**config.mk**
```make
export PLATFORM = sky130hd
export DESIGN_NAME = vending_ctrl
export DESIGN_NICKNAME = d
export VERILOG_FILES = /design/src/rtl/vending_ctrl.sv
export SDC_FILE = /design/constraint.sdc
export NUM_CORES = 1
export LEC_CHECK = 0
export ABC_AREA = 1
export ABC_CLOCK_PERIOD_IN_PS = 4870
export BUFFER_PORTS_ARGS = -buffer_cell sky130_fd_sc_hd__buf_2
export CAP_MARGIN = 0
export CORE_MARGIN = 10
export CORE_UTILIZATION = 57
export DETAILED_ROUTE_END_ITERATION = 10
export PLACE_DENSITY = 0.76
export SETUP_SLACK_MARGIN = 0.05
export SLEW_MARGIN = 20
export SYNTH_ARGS = -nofsm -noshare
export SYNTH_HDL_FRONTEND = slang
export SYNTH_SLANG_ARGS = --single-unit
```
**constraint.sdc**
```tcl
create_clock -name clk -period 4.87 [get_ports clk]
set_clock_uncertainty 0.1 [all_clocks]
set_input_delay 0.2435 -clock clk [delete_from_list [all_inputs] [get_ports clk]]
set_output_delay 0.2435 -clock clk [all_outputs]
set_load 0.02 [all_outputs]
```
**src/rtl/vending_ctrl.sv**
```systemverilog
// Vending machine controller: key-driven product/quantity selection, coin payment, vend and refund.
// Ports: clk/reset (async active-low); key_valid/key_code in; state_code, display_value,
//        vend_pulse/vend_product/vend_qty, refund_pulse, change_value out (all registered).
module vending_ctrl #(
    parameter int NUM_PRODUCTS = 5,
    parameter int PRICE_W      = 8,
    parameter int MAX_QTY      = 3,
    parameter logic [NUM_PRODUCTS*PRICE_W-1:0] PRICES = 40'h01_02_05_0A_06,
    parameter int TIMEOUT_CYC  = 1000,
    localparam int QTY_W = $clog2(MAX_QTY + 1),
    localparam int DW    = PRICE_W + QTY_W
) (
    input  logic             clk,
    input  logic             reset,
    input  logic             key_valid,
    input  logic [3:0]       key_code,
    output logic [2:0]       state_code,
    output logic [DW-1:0]    display_value,
    output logic             vend_pulse,
    output logic [3:0]       vend_product,
    output logic [QTY_W-1:0] vend_qty,
    output logic             refund_pulse,
    output logic [DW-1:0]    change_value
);

    localparam int TMR_W = $clog2(TIMEOUT_CYC + 1);

    localparam logic [3:0] K_OK      = 4'hF;
    localparam logic [3:0] K_CONFIRM = 4'hE;
    localparam logic [3:0] K_COLLECT = 4'hD;
    localparam logic [3:0] K_CANCEL  = 4'hC;
    localparam logic [3:0] K_QTY_UP  = 4'hB;
    localparam logic [3:0] K_QTY_DN  = 4'h0;
    localparam logic [3:0] K_COIN1   = 4'h8;
    localparam logic [3:0] K_COIN5   = 4'h9;
    localparam logic [3:0] K_COIN10  = 4'hA;

    typedef enum logic [2:0] {
        IDLE    = 3'd0,
        SELECT  = 3'd1,
        PRICE   = 3'd2,
        QTY     = 3'd3,
        CONFIRM = 3'd4,
        PAY     = 3'd5,
        VEND    = 3'd6
    } state_t;

    state_t             state, state_nxt;
    logic [3:0]         product, product_nxt;
    logic [PRICE_W-1:0] price, price_nxt;
    logic [QTY_W-1:0]   qty, qty_nxt;
    logic [DW-1:0]      total, total_nxt;
    logic [DW-1:0]      credit, credit_nxt;
    logic [TMR_W-1:0]   timer, timer_nxt;

    logic [DW-1:0]      display_nxt;
    logic               vend_pulse_nxt;
    logic [3:0]         vend_product_nxt;
    logic [QTY_W-1:0]   vend_qty_nxt;
    logic               refund_pulse_nxt;
    logic [DW-1:0]      change_nxt;

    logic               abort;
    logic               timed_out;
    logic [3:0]         coin;
    logic [DW:0]        credit_sum;

    function automatic logic [PRICE_W-1:0] unit_price(input logic [3:0] k);
        logic [PRICE_W-1:0] p;
        p = '0;
        for (int i = 1; i <= NUM_PRODUCTS; i++) begin
            if (k == 4'(i)) p = PRICES[i*PRICE_W-1 -: PRICE_W];
        end
        return p;
    endfunction

    always_comb begin
        state_nxt        = state;
        product_nxt      = product;
        price_nxt        = price;
        qty_nxt          = qty;
        total_nxt        = total;
        credit_nxt       = credit;
        timer_nxt        = timer;
        vend_pulse_nxt   = 1'b0;
        refund_pulse_nxt = 1'b0;
        vend_product_nxt = vend_product;
        vend_qty_nxt     = vend_qty;
        change_nxt       = change_value;
        display_nxt      = '0;
        abort            = 1'b0;
        coin             = 4'd0;
        credit_sum       = '0;

        // A key in the expiry cycle wins, so expiry requires a keyless cycle.
        timed_out = !key_valid && (state inside {SELECT, PRICE, QTY, CONFIRM, PAY}) &&
                    (timer == TMR_W'(TIMEOUT_CYC - 1));

        case (state)
            IDLE: begin
                if (key_valid && key_code == K_OK) state_nxt = SELECT;
            end
            SELECT: begin
                if (key_valid) begin
                    if (key_code == K_CANCEL) begin
                        abort = 1'b1;
                    end else if (key_code != 4'd0 && key_code <= 4'(NUM_PRODUCTS)) begin
                        product_nxt = key_code;
                        price_nxt   = unit_price(key_code);
                        state_nxt   = PRICE;
                    end
                end
            end
            PRICE: begin
                if (key_valid) begin
                    if (key_code == K_CANCEL) begin
                        abort = 1'b1;
                    end else if (key_code == K_OK) begin
                        qty_nxt   = QTY_W'(1);
                        state_nxt = QTY;
                    end
                end
            end
            QTY: begin
                if (key_valid) begin
                    if (key_code == K_CANCEL) begin
                        abort = 1'b1;
                    end else if (key_code == K_QTY_UP) begin
                        if (qty < QTY_W'(MAX_QTY)) qty_nxt = qty + QTY_W'(1);
                    end else if (key_code == K_QTY_DN) begin
                        if (qty > QTY_W'(1)) qty_nxt = qty - QTY_W'(1);
                    end else if (key_code == K_OK) begin
                        total_nxt = DW'(price) * DW'(qty);
                        state_nxt = CONFIRM;
                    end
                end
            end
            CONFIRM: begin
                if (key_valid) begin
                    if (key_code == K_CANCEL) begin
                        abort = 1'b1;
                    end else if (key_code == K_CONFIRM) begin
                        credit_nxt = '0;
                        state_nxt  = PAY;
                    end
                end
            end
            PAY: begin
                if (key_valid) begin
                    case (key_code)
                        K_COIN1:  coin = 4'd1;
                        K_COIN5:  coin = 4'd5;
                        K_COIN10: coin = 4'd10;
                        default:  coin = 4'd0;
                    endcase
                    if (key_code == K_CANCEL) begin
                        abort = 1'b1;
                    end else if (key_code == K_OK) begin
                        if (credit >= total) begin
                            vend_pulse_nxt   = 1'b1;
                            vend_product_nxt = product;
                            vend_qty_nxt     = qty;
                            change_nxt       = credit - total;
                            state_nxt        = VEND;
                        end
                    end else if (coin != 4'd0) begin
                        credit_sum = {1'b0, credit} + (DW + 1)'(coin);
                        credit_nxt = credit_sum[DW] ? '1 : credit_sum[DW-1:0];
                    end
                end
            end
            VEND: begin
                if (key_valid && key_code == K_COLLECT) state_nxt = IDLE;
            end
            default: state_nxt = IDLE;
        endcase

        if (abort || timed_out) begin
            state_nxt = IDLE;
            if (credit != '0) begin
                refund_pulse_nxt = 1'b1;
                change_nxt       = credit;
            end
        end

        // Credit never survives a return to IDLE; any refund was taken above.
        if (state_nxt == IDLE) credit_nxt = '0;

        if (key_valid || state_nxt != state) timer_nxt = '0;
        else if (timer != '1)                timer_nxt = timer + TMR_W'(1);

        case (state_nxt)
            SELECT, PRICE: display_nxt = DW'(price_nxt);
            QTY:           display_nxt = DW'(qty_nxt);
            CONFIRM:       display_nxt = total_nxt;
            PAY:           display_nxt = credit_nxt;
            VEND:          display_nxt = change_nxt;
            default:       display_nxt = '0;
        endcase
    end

    always_ff @(posedge clk or negedge reset) begin
        if (!reset) begin
            state         <= IDLE;
            product       <= '0;
            price         <= '0;
            qty           <= '0;
            total         <= '0;
            credit        <= '0;
            timer         <= '0;
            display_value <= '0;
            vend_pulse    <= 1'b0;
            vend_product  <= '0;
            vend_qty      <= '0;
            refund_pulse  <= 1'b0;
            change_value  <= '0;
        end else begin
            state         <= state_nxt;
            product       <= product_nxt;
            price         <= price_nxt;
            qty           <= qty_nxt;
            total         <= total_nxt;
            credit        <= credit_nxt;
            timer         <= timer_nxt;
            display_value <= display_nxt;
            vend_pulse    <= vend_pulse_nxt;
            vend_product  <= vend_product_nxt;
            vend_qty      <= vend_qty_nxt;
            refund_pulse  <= refund_pulse_nxt;
            change_value  <= change_nxt;
        end
    end

    assign state_code = state;

endmodule

```
* Word level (Yosys, flattened, before mapping) *
Index checks and enable logic that the tools add are counted.

cells by class
  multipliers = 1
  multiplexer cells = 80
  reduce and logical (&&, ||, !) cells = 20
  add/subtract/negate cells = 5
  equal/unequal tests = 28
  bitwise gates (word level) = 1
  magnitude comparators = 4

operator list
  cell                   count
  $mux 10                24
  $mux 3                 22
  $mux 8                 8
  $pmux 10 s5            1
  $eq 4x4->1 const B     8
  $pmux 3 s7             1
  $pmux 10 s2            1
  $eq 3x3->1 const B     6
  $mux 2                 9
  $eq 3x2->1 const B     4
  $pmux 4 s3             1
  $add 10x4->11          1
  $add 10x1->10 const B  1
  $eq 10x10->1 const B   1
  $ge 10x10->1           1
  $mul 8x2->10           1
  $mux 1                 10
  $ne 10x10->1 const B   1
  $reduce_bool 10->1     1
  $sub 10x10->10         1
  $eq 4x2->1 const B     2
  $eq 4x3->1 const B     2
  $mux 4                 2
  $reduce_bool 4->1      2
  21 further kinds       28

word-level totals
  output and inout bits = 31
  bits of input ports = 7
  register bits = 75

* Logic depth before layout (Yosys ltp) *
Gate-level depths: netlist of run 1.

  word-level depth = 13
  gate-level depth with buffers = 17
  mapped depth without buffers = 17

* Least setup slack after synthesis of run 1 *
No wires, ideal clock.

  path kind = flip-flop to flip-flop
  from = register qty[1]
  to = register display_value[7]
  arrival = 2.150 ns
  path slack = 2.496 ns
  cell stages (with the launch flop) = 18
  cells stage by stage = dfrtp_1 > clkbuf_1 > nand2_1 > inv_1 > ha_1 > inv_1 > fa_1 > nand3b_1 > nand2_1 > a21oi_1 > nor2_1 > nor2_1 > nand2_1 > o21ai_0 > nand2_1 > nand2_1 > inv_1 > nand3_1

between the ends
  longest elaborated chain between the ends = 8

ends and longest elaborated chain
  element                   RTL line  text
  start, declared           51        logic [QTY_W-1:0] qty, qty_nxt;
  start signal, assigned    221       qty <= qty_nxt;
  $mul 8x2->10              133       total_nxt = DW'(price) * DW'(qty);
  $mux 10                   132       end else if (key_code == K_OK) begin
  $mux 10                   130       end else if (key_code == K_QTY_DN) begin
  $mux 10                   128       end else if (key_code == K_QTY_UP) begin
  $mux 10                   126       if (key_code == K_CANCEL) begin
  $mux 10                   125       if (key_valid) begin
  $mux 10                   99        case (state)
  named net total_nxt[7]    52        logic [DW-1:0] total, total_nxt;
  $pmux 10 s5               192       case (state_nxt)
  named net display_nxt[7]  56        logic [DW-1:0] display_nxt;
  end signal, assigned      225       display_value <= display_nxt;
  end, declared             18        output logic [DW-1:0] display_value,

The timed path passes the listed nets, and every way through them passes these cells.
A chain may end at the register's enable or synchronous reset.

* Worst setup path in the final report of run 1 *
  from = register credit[0]
  to = register display_value[0]

between the ends
  longest elaborated chain between the ends = 10

ends and longest elaborated chain
  element                                     RTL line  text
  start, declared                             53        logic [DW-1:0] credit, credit_nxt;
  start signal, assigned                      223       credit <= credit_nxt;
  $ge 10x10->1                                159       if (credit >= total) begin
  $mux 3                                      159
  $mux 3                                      158       end else if (key_code == K_OK) begin
  $mux 3                                      156       if (key_code == K_CANCEL) begin
  $mux 3                                      149       if (key_valid) begin
  $pmux 3 s7                                  99
  $mux 3                                      178       if (abort || timed_out) begin
  $eq 3x1->1, or another cell as far along    192
  $reduce_or 2->1 or $mux 10 (tied branches)  192, 187
  $pmux 10 s5 *                               192
  named net display_nxt[0]                    56

Mark *: on every way through the listed nets, which the timed path passes. The rest lies on a longest branch.

==> results of run 1 <==
[worst max-delay path, cell delays in order, from the launching register on]
cell and delay (ns):
sky130_fd_sc_hd__dfrtp_1 0.38, sky130_fd_sc_hd__inv_1 0.11, sky130_fd_sc_hd__ha_1 0.15, sky130_fd_sc_hd__inv_1 0.08, sky130_fd_sc_hd__fa_1 0.42, sky130_fd_sc_hd__nand3_1 0.12, sky130_fd_sc_hd__nand4_2 0.25, sky130_fd_sc_hd__nand2_4 0.35
sky130_fd_sc_hd__nand2_1 0.26, sky130_fd_sc_hd__nand3_1 0.21, sky130_fd_sc_hd__nand2_1 0.08, sky130_fd_sc_hd__nor2_1 0.11, sky130_fd_sc_hd__nand3_1 0.07
[layout by cell type, fill, tap and decap left out, types with 7 or more instances in the layout]
| cell | Yosys | final |
|---|---|---|
| sky130_fd_sc_hd__nor2_1 | 60 | 60 |
| sky130_fd_sc_hd__clkbuf_8 | 0 | 9 |
| sky130_fd_sc_hd__dfrtp_1 | 75 | 75 |
| sky130_fd_sc_hd__buf_2 | 2 | 36 |
| sky130_fd_sc_hd__inv_1 | 107 | 107 |
| sky130_fd_sc_hd__nand3_1 | 72 | 72 |
| sky130_fd_sc_hd__nand4_1 | 16 | 16 |
| sky130_fd_sc_hd__a21oi_1 | 19 | 19 |
| sky130_fd_sc_hd__nor3_1 | 12 | 12 |
| sky130_fd_sc_hd__nand2_2 | 11 | 11 |
| sky130_fd_sc_hd__inv_2 | 10 | 10 |
| sky130_fd_sc_hd__nand2_1 | 196 | 196 |
| sky130_fd_sc_hd__ha_1 | 25 | 25 |
| sky130_fd_sc_hd__nand2_4 | 7 | 7 |
| sky130_fd_sc_hd__o21ai_0 | 26 | 26 |
[registers in the layout, summed over array words and instances (netlist names), 4 cells and up]
| signal | cells |
|---|---|
| price | 8 |
| credit | 10 |
| vend_product | 4 |
| total | 10 |
| timer | 10 |
| display_value | 10 |
| change_value | 10 |
| product | 4 |
[how the worst max path moves through the flow]
stage / cells after the start / start / endpoint
6_report: 12 / credit[0] / display_value[0]
5_1_grt: 14 / credit[0] / display_value[1]
4_1_cts: 14 / credit[0] / display_value[1]
3_5_place_dp: 14 / credit[0] / display_value[1]
3_3_place_gp: 14 / credit[0] / display_value[1]
2_1_floorplan: 17 / qty[1] / display_value[7]
[layer usage]
metal	up-vias	global-route usage	wire, µm
met3	25	0.0367	845
met2	169	0.338	6440
met5	-	0	0
li1	2392	-	-
met1	2262	0.294	6470
met4	0	0.0634	264
[report_power, final]
| part | total [µW] | internal, µW | switching [µW] |
|---|---|---|---|
| clock network | 593 | 341 | 251 |
| logic | 1060 | 333 | 723 |
| registers | 872 | 754 | 117 |
[metrics by stage]
| stage | instance area [µm²] | instances | setup WS (ns) | util | total power (µW) |
|---|---|---|---|---|---|
| floorplan | 5250 | 718 | 2.50 | - | 1650 |
| global placement | 5520 | 855 | 2.14 | 0.624 | 1900 |
| detailed placement | 5520 | 855 | 2.09 | 0.624 | 1920 |
| CTS | 5770 | 872 | 2.07 | 0.653 | 2510 |
| global route | 5770 | 872 | 1.78 | 0.653 | 2690 |
| finish | 5770 | 872 | 2.04 | 0.653 | 2520 |
[layout make-up]
| type | instances | area, µm² | area share |
|---|---|---|---|
| Clock inverter | 6 | 114 | 0.0197 |
| Multi-Input combinational cell | 517 | 2880 | 0.498 |
| Timing Repair Buffer | 38 | 198 | 0.0342 |
| Clock buffer | 10 | 128 | 0.0221 |
| Tap cell | 108 | 135 | 0.0234 |
| Inverter | 118 | 445 | 0.0771 |
| Sequential cell | 75 | 1880 | 0.325 |
[logic make-up (layout without fill, tap and decap cells)]
logic type               Yosys count  in the layout
AND/OR/NAND/NOR                  405            405
buffers and inverters            126            172
flip-flops                        75             75
AO/OA/AOI/OAI                     72             72
adder cells (fa/ha/maj)           28             28
XOR/XNOR                          11             11
multiplexers                       1              1
==> impl_results.md, run 1 <==
* Run status: completed
* Main combinational cell family by area after synthesis: simple AND/OR/NAND/NOR gates
* Cell area power density at 436 mW/mm²
* Crit path launch type: flip-flop
* CTS Root Buffer Type: sky130_fd_sc_hd__clkbuf_8
* Detail-routed via count per cell at 5.56
* Critical path peak fanout at 25
* Number of placement rows at 34
* Port-buffer cells at 37
* Commonest cells in the netlist: sky130_fd_sc_hd__nand2_1, sky130_fd_sc_hd__inv_1, sky130_fd_sc_hd__dfrtp_1
* Final hold viol count at 0
* Clock transition at path regs at 0.09 ns
* Element type at the critical path end: flip-flop
* Count of buffers added by post-CTS timing repair for setup at 0
* Synthesized cell area at 0.00525 mm²
* CTS H-tree depth at 3
* Multiplexer share of the synthesized area at 0.00191
* Global-route wire length before repair at 22.9 mm
* DRC viols at 0
* Static power due to leakage at 0.00333 µW
* CP arrival at 2.97 ns
* Min-Delay Endpoint: product[2]
* Cell type contributing the most total cell area after synthesis: sky130_fd_sc_hd__dfrtp_1
* Actual slew at the worst max-slew pin at 0.943 ns
* Die Footprint at 0.0135 mm²
* Number of diodes at 0
* Endpoint of the worst register-to-register path: display_value[0]
* Setup Viol. Count Final at 0
* Distinct cells, synth at 51
* Initial core utilization at 0.593
* Synthesized-area fraction occupied by xor and xnor cells at 0.0183
* Highest ir drop seen on vdd at 247 µV
* Layout cells sized above 1 at 0.143
* Tightest Hold Check Type: in2reg
* Final critical-path required period at 2.83 ns
* HPWL Detailed at 11.1 mm
* Detailed Route WL at 14.0 mm
* Simple-gate portion of the synthesized area at 0.376
* Congestion Overflow GR at 0
* Chip height at 116 µm
* Synth Area in Compound Gates at 0.0805
* Vias after detailed routing at 4848
* Share of synthesized area occupied by flip-flops and latches at 0.357
* Worst slew margin relative to its limit at 0.371
* Clock Path Buffers at 2
* Post-route clock period utilization at 0.580
* Startpoint of the most critical register-to-register path: credit[0]
* Pin count of the biggest net entering global routing at 76
* Post-synthesis net count at 753
* CORE AREA at 0.00885 mm²
* Top-level I/O count at 38
* Required time of the critical path at 5.02 ns
* Fin Hold WS at 0.101 ns
* Most frequent cell after synthesis: sky130_fd_sc_hd__nand2_1
* Ys async rst share at 1.00
* Clock latency reported for the late side of the worst-skew pair at 0.36 ns
* Fillcell total at 780
* Cts bufs inserted at 9
* Startpoint of the tightest hold check path: key_code[2]
* Die width at 116 µm
* Number of synthesized register bits at 75
* Number of global-route vias before repair at 4593
* Total negative setup slack at 0 ns
* Synthesized area per cell at 7.31 µm²
* Final ANT Viol Nets at 0
* Initial antenna violation count at 0
* Pre-Repair DR Iteration Count at 5
* Final GP Congestion at 0.959
* Final #Nets at 794
* Post-CTS Hold Fix Bufs at 1
* Average wire length per cell after detail routing at 16.1 µm
* Top cells by area in the synthesized netlist: sky130_fd_sc_hd__dfrtp_1, sky130_fd_sc_hd__nand2_1, sky130_fd_sc_hd__inv_1
* Final slew viol count at 0
* Number of instances in the synthesized netlist at 718
* Top FF cell, synth: sky130_fd_sc_hd__dfrtp_1
* RSZ-0062 raised after global routing: false
* Max cap viols at 0
* Count of warnings emitted by yosys at 0
* GRT Resource Usage Total at 0.214
* Number of enable flip-flop cells after synthesis at 0
* Slack of the worst reg-to-reg path at 2.04 ns
* Share of the synthesized area in the top cell type at 0.357
* Share of synthesized cell area in full adder, half adder and majority cells at 0.0710
* CP Class: reg2reg
* CTS tree: done
* First DRT Iteration DRCs at 429
* Area growth from synthesis to layout at 9.96%
* Clock tree sinks at 75
* Number of cells traversed by the worst register-to-register path at 12
* Post-cts sizing count at 0
* Hold Path Cell Cnt at 3
* Highest clock frequency the design can meet at 354 MHz
No activity file was read; power rests on OpenSTA's default activity.
==> run 2, diff against run 1 <==
--- a/config.mk
+++ b/config.mk
@@ -6,13 +6,13 @@
 export NUM_CORES = 1
 export LEC_CHECK = 0
 export ABC_AREA = 1
-export ABC_CLOCK_PERIOD_IN_PS = 4870
+export ABC_CLOCK_PERIOD_IN_PS = 2400
 export BUFFER_PORTS_ARGS = -buffer_cell sky130_fd_sc_hd__buf_2
 export CAP_MARGIN = 0
 export CORE_MARGIN = 10
-export CORE_UTILIZATION = 57
+export CORE_UTILIZATION = 55
 export DETAILED_ROUTE_END_ITERATION = 10
-export PLACE_DENSITY = 0.76
+export PLACE_DENSITY = 0.77
 export SETUP_SLACK_MARGIN = 0.05
 export SLEW_MARGIN = 20
 export SYNTH_ARGS = -nofsm -noshare
==> constraint.sdc (replaced) <==
create_clock -name clk -period 2.4 [get_ports clk]
set_clock_uncertainty 0.1 [all_clocks]
set_input_delay 0.12 -clock clk [delete_from_list [all_inputs] [get_ports clk]]
set_output_delay 0.12 -clock clk [all_outputs]
set_load 0.02 [all_outputs]
==> run 2 against run 1 <==
First-iteration DRC count is 60% higher; total power is 130% higher; clock-buffer cell count stayed put; critical path depth is 2 higher; register-to-register slack worse by 2.1 ns; cell count is 9.9% higher; clock power is 57% higher; routed wire length is 25% higher; die area is 3.0% higher; design area is 16% higher; hold slack better by 0.0071 ns; sequential power is 97% higher; the run now ends with setup timing left.
==> impl_results.md, run 2 (synthesis gave the netlist of run 1 again) <==
* Run status: complete, but fails checks
* Violations in the final reports: setup timing
* CORE AREA at 0.00928 mm² (+4.9%)
* CP arrival at 2.62 ns (-0.35 ns)
* Maximum single-stage delay on the critical path at 0.41 ns (about the same)
* Global-route wire length before repair at 24.8 mm (+8.2%)
* Post-layout power at 5710 µW (+130%)
* Congestion Overflow GR at 0 (unchanged)
* Number of diodes at 0 (unchanged)
* Die width at 118 µm (+1.5%)
* Final critical-path required period at 2.48 ns (-0.350 ns)
* Element type at the critical path end: flip-flop
* CTS H-tree depth at 3 (unchanged)
* Post-route clock period utilization at 1.03 (+0.451)
* Final Worst Setup Slack at -0.0758 ns (-2.12 ns)
* Vias after detailed routing at 5564 (+15%)
* Port-buffer cells at 37 (unchanged)
* Top-level I/O count at 38 (unchanged)
* Clock latency reported for the late side of the worst-skew pair at 0.37 ns (about the same)
* Number of placement rows at 35 (+2.9%)
* Actual slew at the worst max-slew pin at 0.983 ns (+0.0397 ns)
* Most prevalent standard cell on the critical path: sky130_fd_sc_hd__nand2_1
* Detail-routed via count per cell at 5.81 (+4.5%)
* Final slew viol count at 0 (unchanged)
* Pre-Repair DR Iteration Count at 6 (+1)
* Highest ir drop seen on vdd at 591 µV (+140%)
* Required time of the critical path at 2.54 ns (-2.48 ns)
* First DRT Iteration DRCs at 687 (+60%)
* Max cap viols at 0 (unchanged)
* Cell area power density at 850 mW/mm² (+95%)
* Initial antenna violation count at 0 (unchanged)
* HPWL Detailed at 11.6 mm (+4.3%)
* CTS Root Buffer Type: sky130_fd_sc_hd__clkbuf_8
* Worst path bufs/invs at 4 (+2)
* DRC viols at 0 (unchanged)
* Static power due to leakage at 0.00370 µW (+11%)
* Pin count of the biggest net entering global routing at 76 (unchanged)
* Cell count after placement at 913 (+6.8%)
* Area growth from synthesis to layout at 27.9%
* Cells traversed along the worst timing path: inv_2, ha_4, a21oi_2, nand2_1, nand2_2, nand4_4, nand2_4, buf_12, nand2_1, buf_4, nand3_1, nand2_1, inv_1, nand3_1
* RSZ-0062 raised after global routing: true
* Cts bufs inserted at 9 (unchanged)
* Critical path peak fanout at 4 (-84%)
* Final #Nets at 859 (+8.2%)
* Average wire length per cell after detail routing at 18.3 µm (+14%)
* Leading cell type in the layout, fill and taps excluded: sky130_fd_sc_hd__nand2_1
* Final GP Congestion at 0.996 (+3.9%)
* Clock tree sinks at 75 (unchanged)
* Final ANT Viol Nets at 0 (unchanged)
* GRT Resource Usage Total at 0.215 (+0.000926)
* Final hold viol count at 0 (unchanged)
* Non-Filler Instances at 958 (+9.9%)
* Fin Hold WS at 0.108 ns (+0.00711 ns)
* Initial core utilization at 0.566 (-0.0278)
* CTS tree: done
* Clock Path Buffers at 2 (unchanged)
* Worst slew margin relative to its limit at 0.345 (-0.0265)
* Clock transition at path regs at 0.09 ns (about the same)
* Number of global-route vias before repair at 5103 (+11%)
* CP Class: reg2reg
* Layout cells sized above 1 at 0.297 (+0.154)
* Share of the core filled with cells in the final layout at 0.724 (+0.0710)
* Crit path launch type: flip-flop
* Tightest Hold Check Type: in2reg
* Setup Viol. Count Final at 7 (+7)
* Die Footprint at 0.0139 mm² (+3.0%)
* Detailed Route WL at 17.6 mm (+25%)
* Highest clock frequency the design can meet at 404 MHz (+14%)
* Largest delay contributor family on the critical path: simple AND/OR/NAND/NOR gates
* Top library cells by usage in the layout, fill and taps aside: sky130_fd_sc_hd__nand2_1, sky130_fd_sc_hd__inv_1, sky130_fd_sc_hd__dfrtp_1, sky130_fd_sc_hd__nand3_1
* Chip height at 118 µm (+1.5%)
* Cell with the largest stage delay on the worst path: sky130_fd_sc_hd__dfrtp_1
run 2: cell types whose count changed in the layout (fill, tap and decap cells not counted), sizes merged:
cell,previous run,this run
dlygate4sd3,1,4
buf,37,97
nand4,20,21
clkinv,1,5
bufinv,3,0
nand3,78,79
inv,118,117
run 2: per-layer routing:
metal / wire, µm / GRT usage
met3: 1630 / 0.0412
met2: 8130 / 0.350
met4: 941 / 0.0719
met1: 6860 / 0.279
met5: 0 / 0
run 2: final timing paths:
check                                        end  slack (ns)        start  cells past startpoint
worst max-delay path            display_value[7]       -0.08     total[5]                     14
worst min-delay path                  product[2]        0.11    key_valid                      3
worst max register to register  display_value[7]       -0.08     total[5]                     14
worst min register to register       vend_qty[1]        0.38  vend_qty[1]                      2
max in group asynchronous              credit[4]        1.20        reset                      2
min in group asynchronous              credit[9]        0.35        reset                      2
run 2: worst min-delay path: cells and delay by family:
kind	cells	cell delay (ns)
AO/OA/AOI/OAI	1	0.08
AND/OR/NAND/NOR	1	0.17
buffers and inverters	1	0.16
run 2: repair_timing:
action / 4_1_cts / 5_1_grt
cloned: 0 / 2
setup endpoints to repair: 3 / 29
endpoints found under the hold margin: 78 / 0
setup buffers: 3 / 20
resized for setup: 4 / 101
pin swaps: 4 / 28
hold buffers: 4 / 0
run 2: final cells by class:
type | count | area [µm²]
well taps | 129 | 161
multi-input cells | 519 | 3320
fillers | 674 | 2570
clock buffers | 10 | 138
repair buffers | 101 | 726
clock inverters | 6 | 40.0
inverters | 118 | 457
flip-flops and latches | 75 | 1880
run 2: power breakdown:
| group | internal [µW] | switching (µW) | leakage [µW] |
|---|---|---|---|
| Clock | 404 | 529 | 0.0000924 |
| Sequential | 1530 | 189 | 0.000974 |
| Combinational | 1160 | 1890 | 0.00263 |
run 2: per-stage QoR:
stage	setup slack, ns	instance area (µm²)	setup TNS, ns
2_1_floorplan	0.0547	5250	0
3_3_place_gp	0.0580	5840	0
3_5_place_dp	0.0198	5840	0
4_1_cts	0.0497	6100	0
5_1_grt	-0.155	6720	-1.89
6_report	-0.0758	6720	-0.252
==> run 3, diff against run 2 <==
--- a/config.mk
+++ b/config.mk
@@ -13,7 +13,7 @@
 export CORE_UTILIZATION = 55
 export DETAILED_ROUTE_END_ITERATION = 10
 export PLACE_DENSITY = 0.77
-export SETUP_SLACK_MARGIN = 0.05
+export SETUP_SLACK_MARGIN = 0.5
 export SLEW_MARGIN = 20
 export SYNTH_ARGS = -nofsm -noshare
 export SYNTH_HDL_FRONTEND = slang
==> run 3 against run 2 <==
The flow still finishes with violations (setup timing); hold slack got worse by 0.053 ns; flip-flop and latch count unchanged; first-iteration DRC count is 6.6% higher; fmax decreased by 0.19%; design area grew 8.1%; total power increased by 9.9%; cell count rose by 1.9%; global-route usage grew 3.0 points; utilization increased by 5.9 points.
==> impl_results.md, run 3 (synthesis gave the netlist of run 1 again) <==
* Run status: complete, but fails checks
* Violations in the final reports: setup timing
* Final critical-path required period at 2.48 ns (+0.00471 ns)
* Detail-routed via count per cell at 5.80 (about the same)
* Cell area power density at 863 mW/mm² (+1.6%)
* Critical path peak fanout at 6 (+2)
* Cts bufs inserted at 9 (unchanged)
* Global-route wire length before repair at 27.8 mm (+12%)
* Die Footprint at 0.0139 mm² (unchanged)
* DRC viols at 0 (unchanged)
* HPWL Detailed at 12.2 mm (+5.5%)
* Final hold viol count at 0 (unchanged)
* Non-Filler Instances at 976 (+1.9%)
* Layout cells sized above 1 at 0.403 (+0.106)
* Combined area of the multi-input logic cells at 0.00374 mm² (+13%)
* Worst slew margin relative to its limit at 0.663 (+0.319)
* CTS H-tree depth at 3 (unchanged)
* Actual slew at the worst max-slew pin at 0.505 ns (-0.478 ns)
* Crit path from: total[3]
* Startpoint of the tightest hold check path: key_code[2]
* Clock tree sinks at 75 (unchanged)
* Final GP Congestion at 1.00 (+0.55%)
* Congestion Overflow GR at 0 (unchanged)
* Element type at the critical path end: flip-flop
* Chip height at 118 µm (unchanged)
* GRT Resource Usage Total at 0.245 (+0.0301)
* CP arrival at 2.63 ns (about the same)
* Share of the core filled with cells in the final layout at 0.782 (+0.0586)
* Fin Hold WS at 0.0554 ns (-0.0527 ns)
* Highest ir drop seen on vdd at 553 µV (-6.5%)
* Post-route clock period utilization at 1.03 (+0.00196)
* Finished layout cell area at 0.00726 mm² (+8.1%)
* Port-buffer cells at 37 (unchanged)
* Hold Path Cell Cnt at 4 (+1)
* Final ANT Viol Nets at 0 (unchanged)
* Setup Viol. Count Final at 1 (-6)
* Max cap viols at 0 (unchanged)
* Average wire length per cell after detail routing at 19.7 µm (+7.7%)
* Static power due to leakage at 0.00385 µW (+4.1%)
* CP Class: reg2reg
* Area post-placement at 0.00591 mm² (+1.3%)
* Clock latency reported for the late side of the worst-skew pair at 0.37 ns (about the same)
* Top library cells by usage in the layout, fill and taps aside: sky130_fd_sc_hd__nand2_1, sky130_fd_sc_hd__inv_1, sky130_fd_sc_hd__dfrtp_1, sky130_fd_sc_hd__buf_4, sky130_fd_sc_hd__nand3_1
* CTS tree: done
* Pre-Repair DR Iteration Count at 5 (-1)
* First DRT Iteration DRCs at 732 (+6.6%)
* Tightest Hold Check Type: in2reg
* Clock transition at path regs at 0.10 ns (about the same)
* Worst setup timing slack at the placement stage at -0.0509 ns (-0.0707 ns)
* Cell count after placement at 909 (-0.44%)
* Vias after detailed routing at 5665 (+1.8%)
* Area growth from synthesis to layout at 38.3%
* Die width at 118 µm (unchanged)
* Fillcell total at 651 (-3.4%)
* Initial antenna violation count at 1 (+1)
* RSZ-0062 raised after global routing: true
* Cell with the largest stage delay on the worst path: sky130_fd_sc_hd__dfrtp_1
* Number of cells traversed by the worst register-to-register path at 16 (+2)
* Crit path launch type: flip-flop
* Number of placement rows at 35 (unchanged)
* Most prevalent standard cell on the critical path: sky130_fd_sc_hd__nand2_1
* Leading cell type in the layout, fill and taps excluded: sky130_fd_sc_hd__nand2_1
* Area used by sequential logic in the layout at 0.00188 mm² (+0.33%)
* Pin count of the biggest net entering global routing at 38 (-50%)
* CTS Root Buffer Type: sky130_fd_sc_hd__clkbuf_8
* Cells traversed along the worst timing path: inv_2, ha_4, nand2_2, nand2_1, nand2_1, nand2_1, nand2_2, nand4_4, nand2_4, nand2_4, nand3_2, nor2_4, nand2_1, nand2_1, nor2_1, nand3_1
* Highest clock frequency the design can meet at 403 MHz (-0.19%)
* Final Worst Setup Slack at -0.0805 ns (-0.00471 ns)
* Slack of the worst reg-to-reg path at -0.08 ns (about the same)
* CORE AREA at 0.00928 mm² (unchanged)
* Top-level I/O count at 38 (unchanged)
* Clock Path Buffers at 2 (unchanged)
* Final #Nets at 876 (+2.0%)
* Number of global-route vias before repair at 5520 (+8.2%)
* Initial core utilization at 0.566 (unchanged)
* Required time of the critical path at 2.55 ns (about the same)
* Final slew viol count at 0 (unchanged)
* Startpoint of the most critical register-to-register path: total[3]
* Maximum single-stage delay on the critical path at 0.39 ns (-0.02 ns)
* Detailed Route WL at 19.3 mm (+9.8%)
==> run 3: cell types whose count changed in the layout (fill, tap and decap cells not counted), moves of 5 or more <==
cell / previous run / this run
sky130_fd_sc_hd__inv_2: 14 / 35
sky130_fd_sc_hd__nand2_1: 176 / 155
sky130_fd_sc_hd__inv_1: 100 / 80
sky130_fd_sc_hd__nand3_1: 64 / 50
sky130_fd_sc_hd__nand2_2: 23 / 36
sky130_fd_sc_hd__nand3_2: 13 / 26
sky130_fd_sc_hd__buf_4: 53 / 63
sky130_fd_sc_hd__dfrtp_1: 75 / 70
sky130_fd_sc_hd__dfrtp_2: 0 / 5
sky130_fd_sc_hd__nand2_4: 13 / 18
==> run 3: area by class of cell <==
class | instances | area share
antenna | 1 | 0.000345
clock buffer | 9 | 0.0171
clock inverter | 7 | 0.00793
inverter | 118 | 0.0624
multi-input combinational | 523 | 0.515
sequential | 75 | 0.259
tap | 129 | 0.0222
timing repair buffer | 114 | 0.116
==> run 3: per-stage QoR <==
step	power, µW	TNS [ns]
floorplan	3380	0
global placement	3950	-0.133
detailed placement	3990	-0.229
CTS	5560	0
global route	6550	-0.540
finish	6270	-0.0805
==> run 3: report_power, final <==
part / total [µW] / switching [µW] / leakage (µW) / internal (µW)
logic: 3570 / 2240 / 0.00280 / 1330
clock network: 953 / 563 / 0.0000833 / 390
registers: 1750 / 218 / 0.000966 / 1530
==> run 3: worst paths after layout <==
kind | to
hold / removal | product[2]
min in group asynchronous | display_value[1]
setup reg to reg | display_value[1]
hold reg to reg | vend_qty[0]
max in group asynchronous | credit[7]
setup / recovery | display_value[1]
==> run 3: critical path, delay by kind of cell (launching register included) <==
family | cells | cell delay [ns]
fa+ha+maj | 1 | 0.24
buf+inv | 1 | 0.12
simple gates | 14 | 1.51
flops | 1 | 0.39
==> run 3: layer usage <==
metal  part of all wire  global-route usage  wire length (µm)
met1               0.39               0.306              7590
met2               0.47               0.388              9110
met3              0.087              0.0671              1670
met4              0.047               0.103               900
met5                  0                   0                 0
==> run 3: timing repair <==
action                                  CTS  global route
gates resized for setup                 101            83
endpoints found under the setup margin   54            54
pin swaps                                27            39
hold endpoints to repair                 36             0
cloned                                    5             1
hold buffers                              2             0
setup buffers                            26            16
